### src/rtl/multi_slew_limit.sv
// multi_slew_limit: CH signed channels share one 2-stage pipeline.
// Stage 1 clamps each sample to +/-mag_max; stage 2 limits the step against
// that channel's previous output. A clear pulse drains the pipeline, then
// zeroes the channel history one entry per cycle.
// Build option: define MULTI_SLEW_LIMIT_SLEW_EN to include the stage-2 slew
// limiter and per-channel history. Without it stage 2 is a plain register,
// and the clear sweep keeps its CH-cycle length so handshake timing is unchanged.
module multi_slew_limit #(
    parameter int WIDTH = 32,
    parameter int CH    = 4,
    parameter int CHW   = 2,
    parameter int CNTW  = 16
) (
    input  logic                    clk,
    input  logic                    rst_n,
    input  logic                    enable,
    input  logic                    clear,
    input  logic                    in_valid,
    input  logic [CHW-1:0]          in_ch,
    input  logic signed [WIDTH-1:0] datain,
    output logic                    in_ready,
    input  logic [WIDTH-2:0]        mag_max,
    input  logic [WIDTH-2:0]        step_max,
    output logic                    out_valid,
    output logic [CHW-1:0]          out_ch,
    output logic signed [WIDTH-1:0] dataout,
    output logic                    sat_mag,
    output logic                    sat_step,
    output logic [CNTW-1:0]         sat_count
);
    typedef enum logic [1:0] {IDLE, DRAIN, CLEAR} state_t;

    localparam logic [CHW:0]   CH_LIM  = (CHW+1)'(CH);
    localparam logic [CHW-1:0] LAST_CH = CHW'(CH - 1);

    state_t                  state_reg;
    logic                    in_ready_reg;
    logic [CHW-1:0]          clr_idx_reg;

    logic                    s1_valid_reg;
    logic [CHW-1:0]          s1_ch_reg;
    logic signed [WIDTH-1:0] s1_data_reg;
    logic                    s1_mag_reg;
    logic                    s1_en_reg;

    logic                    out_valid_reg;
    logic [CHW-1:0]          out_ch_reg;
    logic signed [WIDTH-1:0] dataout_reg;
    logic                    sat_mag_reg;
    logic                    sat_step_reg;
    logic [CNTW-1:0]         sat_count_reg;

    logic                    accept;
    logic signed [WIDTH-1:0] mag_pos;
    logic signed [WIDTH-1:0] mag_neg;
    logic signed [WIDTH-1:0] clamp_next;
    logic                    mag_hit_next;
    logic signed [WIDTH-1:0] s2_data_next;
    logic                    s2_step_next;

    // Out-of-range channels are taken off the bus but never enter the pipeline.
    assign accept = in_valid && in_ready_reg && ({1'b0, in_ch} < CH_LIM);

    // Stage 1 combinational: symmetric magnitude clamp (bypassed when disabled).
    always_comb begin
        mag_pos      = $signed({1'b0, mag_max});
        mag_neg      = -mag_pos;
        clamp_next   = datain;
        mag_hit_next = 1'b0;
        if (enable && (datain > mag_pos)) begin
            clamp_next   = mag_pos;
            mag_hit_next = 1'b1;
        end else if (enable && (datain < mag_neg)) begin
            clamp_next   = mag_neg;
            mag_hit_next = 1'b1;
        end
    end

    // Stage 1 register: clamped sample plus the enable it was taken under.
    always_ff @(posedge clk or negedge rst_n) begin
        if (!rst_n) begin
            s1_valid_reg <= 1'b0;
            s1_ch_reg    <= '0;
            s1_data_reg  <= '0;
            s1_mag_reg   <= 1'b0;
            s1_en_reg    <= 1'b0;
        end else begin
            s1_valid_reg <= accept;
            if (accept) begin
                s1_ch_reg   <= in_ch;
                s1_data_reg <= clamp_next;
                s1_mag_reg  <= mag_hit_next;
                s1_en_reg   <= enable;
            end
        end
    end

`ifdef MULTI_SLEW_LIMIT_SLEW_EN
    logic signed [WIDTH-1:0] prev_q [CH];
    logic signed [WIDTH-1:0] prev_sel;
    logic signed [WIDTH:0]   diff_ext;
    logic signed [WIDTH:0]   step_ext;
    logic signed [WIDTH:0]   up_ext;
    logic signed [WIDTH:0]   dn_ext;

    // Stage 2 combinational: step limit against the channel's last output.
    // Done one bit wider so c - prev cannot overflow; the chosen result lies
    // between prev and c, so truncating back to WIDTH is exact.
    always_comb begin
        prev_sel = '0;
        for (int i = 0; i < CH; i++) begin
            if (s1_ch_reg == CHW'(i)) begin
                prev_sel = prev_q[i];
            end
        end
        step_ext     = $signed({2'b00, step_max});
        diff_ext     = $signed({s1_data_reg[WIDTH-1], s1_data_reg}) - $signed({prev_sel[WIDTH-1], prev_sel});
        up_ext       = $signed({prev_sel[WIDTH-1], prev_sel}) + step_ext;
        dn_ext       = $signed({prev_sel[WIDTH-1], prev_sel}) - step_ext;
        s2_data_next = s1_data_reg;
        s2_step_next = 1'b0;
        if (s1_en_reg && (diff_ext > step_ext)) begin
            s2_data_next = up_ext[WIDTH-1:0];
            s2_step_next = 1'b1;
        end else if (s1_en_reg && (diff_ext < -step_ext)) begin
            s2_data_next = dn_ext[WIDTH-1:0];
            s2_step_next = 1'b1;
        end
    end

    // One history register per channel. It commits on the same edge that
    // raises out_valid, so a same-channel sample right behind reads it fresh.
    for (genvar gi = 0; gi < CH; gi++) begin : g_prev
        logic signed [WIDTH-1:0] prev_reg;

        // History update: new output, or zero during the clear sweep.
        always_ff @(posedge clk or negedge rst_n) begin
            if (!rst_n) begin
                prev_reg <= '0;
            end else if (s1_valid_reg && (s1_ch_reg == CHW'(gi))) begin
                prev_reg <= s2_data_next;
            end else if ((state_reg == CLEAR) && (clr_idx_reg == CHW'(gi))) begin
                prev_reg <= '0;
            end
        end

        assign prev_q[gi] = prev_reg;
    end
`else
    logic unused_step;

    assign unused_step  = ^step_max;
    assign s2_data_next = s1_data_reg;
    assign s2_step_next = 1'b0;
`endif

    // Stage 2 register: drives the output port set.
    always_ff @(posedge clk or negedge rst_n) begin
        if (!rst_n) begin
            out_valid_reg <= 1'b0;
            out_ch_reg    <= '0;
            dataout_reg   <= '0;
            sat_mag_reg   <= 1'b0;
            sat_step_reg  <= 1'b0;
        end else begin
            out_valid_reg <= s1_valid_reg;
            out_ch_reg    <= s1_ch_reg;
            dataout_reg   <= s2_data_next;
            sat_mag_reg   <= s1_valid_reg && s1_mag_reg;
            sat_step_reg  <= s1_valid_reg && s2_step_next;
        end
    end

    // Saturating count of limited outputs; cleared as the FSM enters CLEAR.
    always_ff @(posedge clk or negedge rst_n) begin
        if (!rst_n) begin
            sat_count_reg <= '0;
        end else if ((state_reg == DRAIN) && !s1_valid_reg) begin
            sat_count_reg <= '0;
        end else if (s1_valid_reg && (s1_mag_reg || s2_step_next) && (sat_count_reg != '1)) begin
            sat_count_reg <= sat_count_reg + 1'b1;
        end
    end

    // Clear sequencer. Stage 2 commits its history at the edge that registers
    // the output, so the pipeline is drained once stage 1 is empty.
    always_ff @(posedge clk or negedge rst_n) begin
        if (!rst_n) begin
            state_reg    <= IDLE;
            in_ready_reg <= 1'b0;
            clr_idx_reg  <= '0;
        end else begin
            case (state_reg)
                IDLE: begin
                    if (clear) begin
                        state_reg    <= DRAIN;
                        in_ready_reg <= 1'b0;
                    end else begin
                        in_ready_reg <= 1'b1;
                    end
                end
                DRAIN: begin
                    if (!s1_valid_reg) begin
                        state_reg   <= CLEAR;
                        clr_idx_reg <= '0;
                    end
                end
                CLEAR: begin
                    if (clr_idx_reg == LAST_CH) begin
                        state_reg    <= IDLE;
                        in_ready_reg <= 1'b1;
                    end else begin
                        clr_idx_reg <= clr_idx_reg + 1'b1;
                    end
                end
                default: begin
                    state_reg    <= IDLE;
                    in_ready_reg <= 1'b0;
                end
            endcase
        end
    end

    assign in_ready  = in_ready_reg;
    assign out_valid = out_valid_reg;
    assign out_ch    = out_ch_reg;
    assign dataout   = dataout_reg;
    assign sat_mag   = sat_mag_reg;
    assign sat_step  = sat_step_reg;
    assign sat_count = sat_count_reg;

endmodule

### config.mk
export PLATFORM = sky130hd
export DESIGN_NAME = multi_slew_limit
export DESIGN_NICKNAME = d
export VERILOG_FILES = /design/src/rtl/multi_slew_limit.sv
export SDC_FILE = /design/constraint.sdc
export NUM_CORES = 1
export LEC_CHECK = 0
export CAP_MARGIN = 20
export CORE_ASPECT_RATIO = 1.5
export CORE_MARGIN = 10
export CORE_UTILIZATION = 35
export CTS_BUF_LIST = sky130_fd_sc_hd__clkbuf_4
export DETAILED_ROUTE_END_ITERATION = 7
export HOLD_SLACK_MARGIN = 0.03
export SYNTH_ARGS = -nofsm -noshare
export SYNTH_HDL_FRONTEND = slang
export SYNTH_SLANG_ARGS = --single-unit
### constraint.sdc
create_clock -name clk -period 2 [get_ports clk]
set_input_delay 0.4 -clock clk [delete_from_list [all_inputs] [get_ports clk]]
set_output_delay 0.4 -clock clk [all_outputs]
set_load 0.05 [all_outputs]
==> run metrics <==
reg2reg path depth=7; total number of vias=6,483; initial DRC count=375; pwr/cell area=884 nW/um^2; CTS buffer count=9; CP Max Fanout=5; final cell count without fillers=1,212; CP required=2410 ps; Worst Setup End Kind=register; Final #Nets=1,159; total core area=17,500 sq um; slowest cell on the critical path=or4_4; largest net degree at the start of global routing=44; TritonRoute pass-1 iters=5; DP HPWL=18,100 microns; register bit total from synthesis=93; die area=23,700 sq um; Max Cap Viol=0; Die W=129 microns; drt total wl=23,400 microns; Longest Clk Path Bufs=2; Post-Syn Area=6250 sq um; vias in the first global route=6,959; Place WS=-2920 ps; antenna violations before repair=1; Final Hold Vio Count=0; failing checks=negative setup slack; top_reg_cell synth=dfrtp_1; CTS tree=built; share of cells above drive strength 1=40.5%; yosys warns=0; post-route worst setup slack=-2130 ps; crit-path cells=clkbuf_2 > or4_4 > or4_4 > buf_12 > buf_6 > nor4_4 > xnor2_1 > ha_1 > nand4_1 > or2_4 > o32ai_4 > nor3_2 > or4_4 > buf_12 > buf_12 > o41a_1 > o221ai_2; Synth Net Count=831; VDD IR max=486 uV; final setup vio count=33; Max Freq=242 MHz; Area growth syn-to-layout=60.0%; residual DRC count=0; Synth async-reset ratio=100%; via/cell ratio=5.35; r2r endpoint=sat_count[11]$_DFFE_PN0P_; # rows=59; I/O Buffers=122; RR Startpoint=sat_count[8]$_DFFE_PN0P_; LEAKAGE=4.73 nW; Clock Root Buffer=clkbuf_4; Avg WL per Cell=19.3 microns; Initial Util=35.7%; status=finished, violations left; Die Y=184 microns; worst slew pin tran=706 ps; minimum clock period after layout=4130 ps; min-delay worst type=in -> async; final slew viol count=0; final antenna-violating net count=0; cell count after placement=1,154; io pins=155; Final Wtd Congestion=0.940; RSZ-0062 raised after global routing=yes; CTS Sinks=93; CP Class=in -> reg; unique cell type count in the Yosys netlist=77; CP startpoint kind=input port; EDFF count, synth=0; period utilization=207%; clk_lat worst skew=480 ps; Rel. slew slack=52.3%; Mean Syn Cell Area=9.40 sq um; GRT Total Usage=19.7%; H-tree lvl count=3; Worst EP arrival=4540 ps; first-pass GRT wire length=36,900 microns; register area share after synthesis=37.2%; Syn Inst Count=665; grt total ovfl=0; clk slew on worst S/H paths=180 ps; crit-path max cell delay=590 ps; worst reg2reg setup slack=70 ps; clock skew=31.0 ps
## area by class of cell
cell class / instances / area (sq um)
multi-input cells: 493 / 4140
diodes: 1 / 2.50
fillers: 1550 / 7490
clock buffers: 9 / 67.6
clock inverters: 7 / 113
inverters: 51 / 199
repair buffers: 345 / 2880
flip-flops and latches: 93 / 2340
well taps: 213 / 267
## kinds of logic after synthesis
logic type | synth area share, %
and+or+nand+nor | 18.6
xor gates and xnor gates | 4.90
adders and majority gates | 13.0
AOI/OAI and AO/OA | 17.8
buffers and inverters | 5.34
muxes | 3.10
other | 0.0600
DFF | 37.2
## stage by stage
| stage | area (sq um) | total power, mW | util [%] | setup TNS (ps) | hold WS, ps |
|---|---|---|---|---|---|
| after floorplan | 6350 | 5.56 | - | -68940 | 104 |
| after global placement | 9000 | 7.29 | 51.4 | -89080 | 346 |
| after detailed placement | 9000 | 7.36 | 51.4 | -92270 | 344 |
| after CTS | 9680 | 8.80 | 55.3 | -66180 | 328 |
| after global routing | 10000 | 9.35 | 57.2 | -66860 | 360 |
| final | 10000 | 8.84 | 57.2 | -63190 | 342 |
## report_power, final
| part | leakage [nW] | switching (mW) | total [mW] | internal (mW) |
|---|---|---|---|---|
| clock | 0.0918 | 0.758 | 1.29 | 0.534 |
| sequential | 1.15 | 0.381 | 3.00 | 2.62 |
| combinational | 3.49 | 2.87 | 4.55 | 1.68 |
## routing by layer
metal	global-route usage, %	share of wire, %
met1	21.2	39
met2	36.7	54
met3	2.60	3.5
met4	8.90	3.6
met5	0	0
## critical path, delay by kind of cell
family | cells | cell delay [ps]
buf+inv | 5 | 640
simple gates | 7 | 2260
fa+ha+maj | 1 | 300
compound gates | 3 | 810
xor+xnor | 1 | 110
## worst max path at each step
| stage | startpoint | endpoint | slack, ps | depth (start not counted) |
|---|---|---|---|---|
| after floorplan | mag_max[17] | s1_data_reg[21]$_DFFE_PN0P_ | -2210 | 17 |
| after global placement | mag_max[1] | s1_data_reg[21]$_DFFE_PN0P_ | -2810 | 16 |
| after detailed placement | mag_max[0] | s1_data_reg[21]$_DFFE_PN0P_ | -2920 | 16 |
| after CTS | mag_max[0] | s1_data_reg[17]$_DFFE_PN0P_ | -2190 | 17 |
| after global routing | mag_max[1] | s1_data_reg[21]$_DFFE_PN0P_ | -2230 | 19 |
| final | mag_max[14] | s1_data_reg[21]$_DFFE_PN0P_ | -2130 | 17 |
## cell usage after synthesis, types with 14 or more instances
cell | count | area, sq um
clkbuf_1 | 15 | 56.3
ha_1 | 65 | 813
nand2_1 | 68 | 255
a21oi_1 | 44 | 220
xnor2_1 | 26 | 228
nor4_1 | 18 | 113
o21ai_0 | 24 | 120
nand4_1 | 15 | 93.8
nor3_1 | 14 | 70.1
nor2_1 | 38 | 143
dfrtp_1 | 93 | 2330
inv_1 | 51 | 191
## placed cells by master, fill, tap and decap left out, types with 15 or more instances in the layout
| cell | n |
|---|---|
| ha_1 | 62 |
| clkdlybuf4s50_1 | 47 |
| a21oi_1 | 37 |
| nand4_1 | 15 |
| o21ai_0 | 18 |
| nor2_1 | 36 |
| nand2_1 | 65 |
| buf_6 | 17 |
| xnor2_1 | 22 |
| dlygate4sd2_1 | 18 |
| dfrtp_1 | 85 |
| buf_4 | 233 |
| inv_1 | 49 |
## repair_timing
item	4_1_cts	5_1_grt
cloned	1	0
setup buffers	26	19
endpoints found under the setup margin	53	37
pin swaps	47	54
gates resized for setup	140	82
hold endpoints to repair	25	0
hold buffers	1	0
No activity file was read; power rests on OpenSTA's default activity.
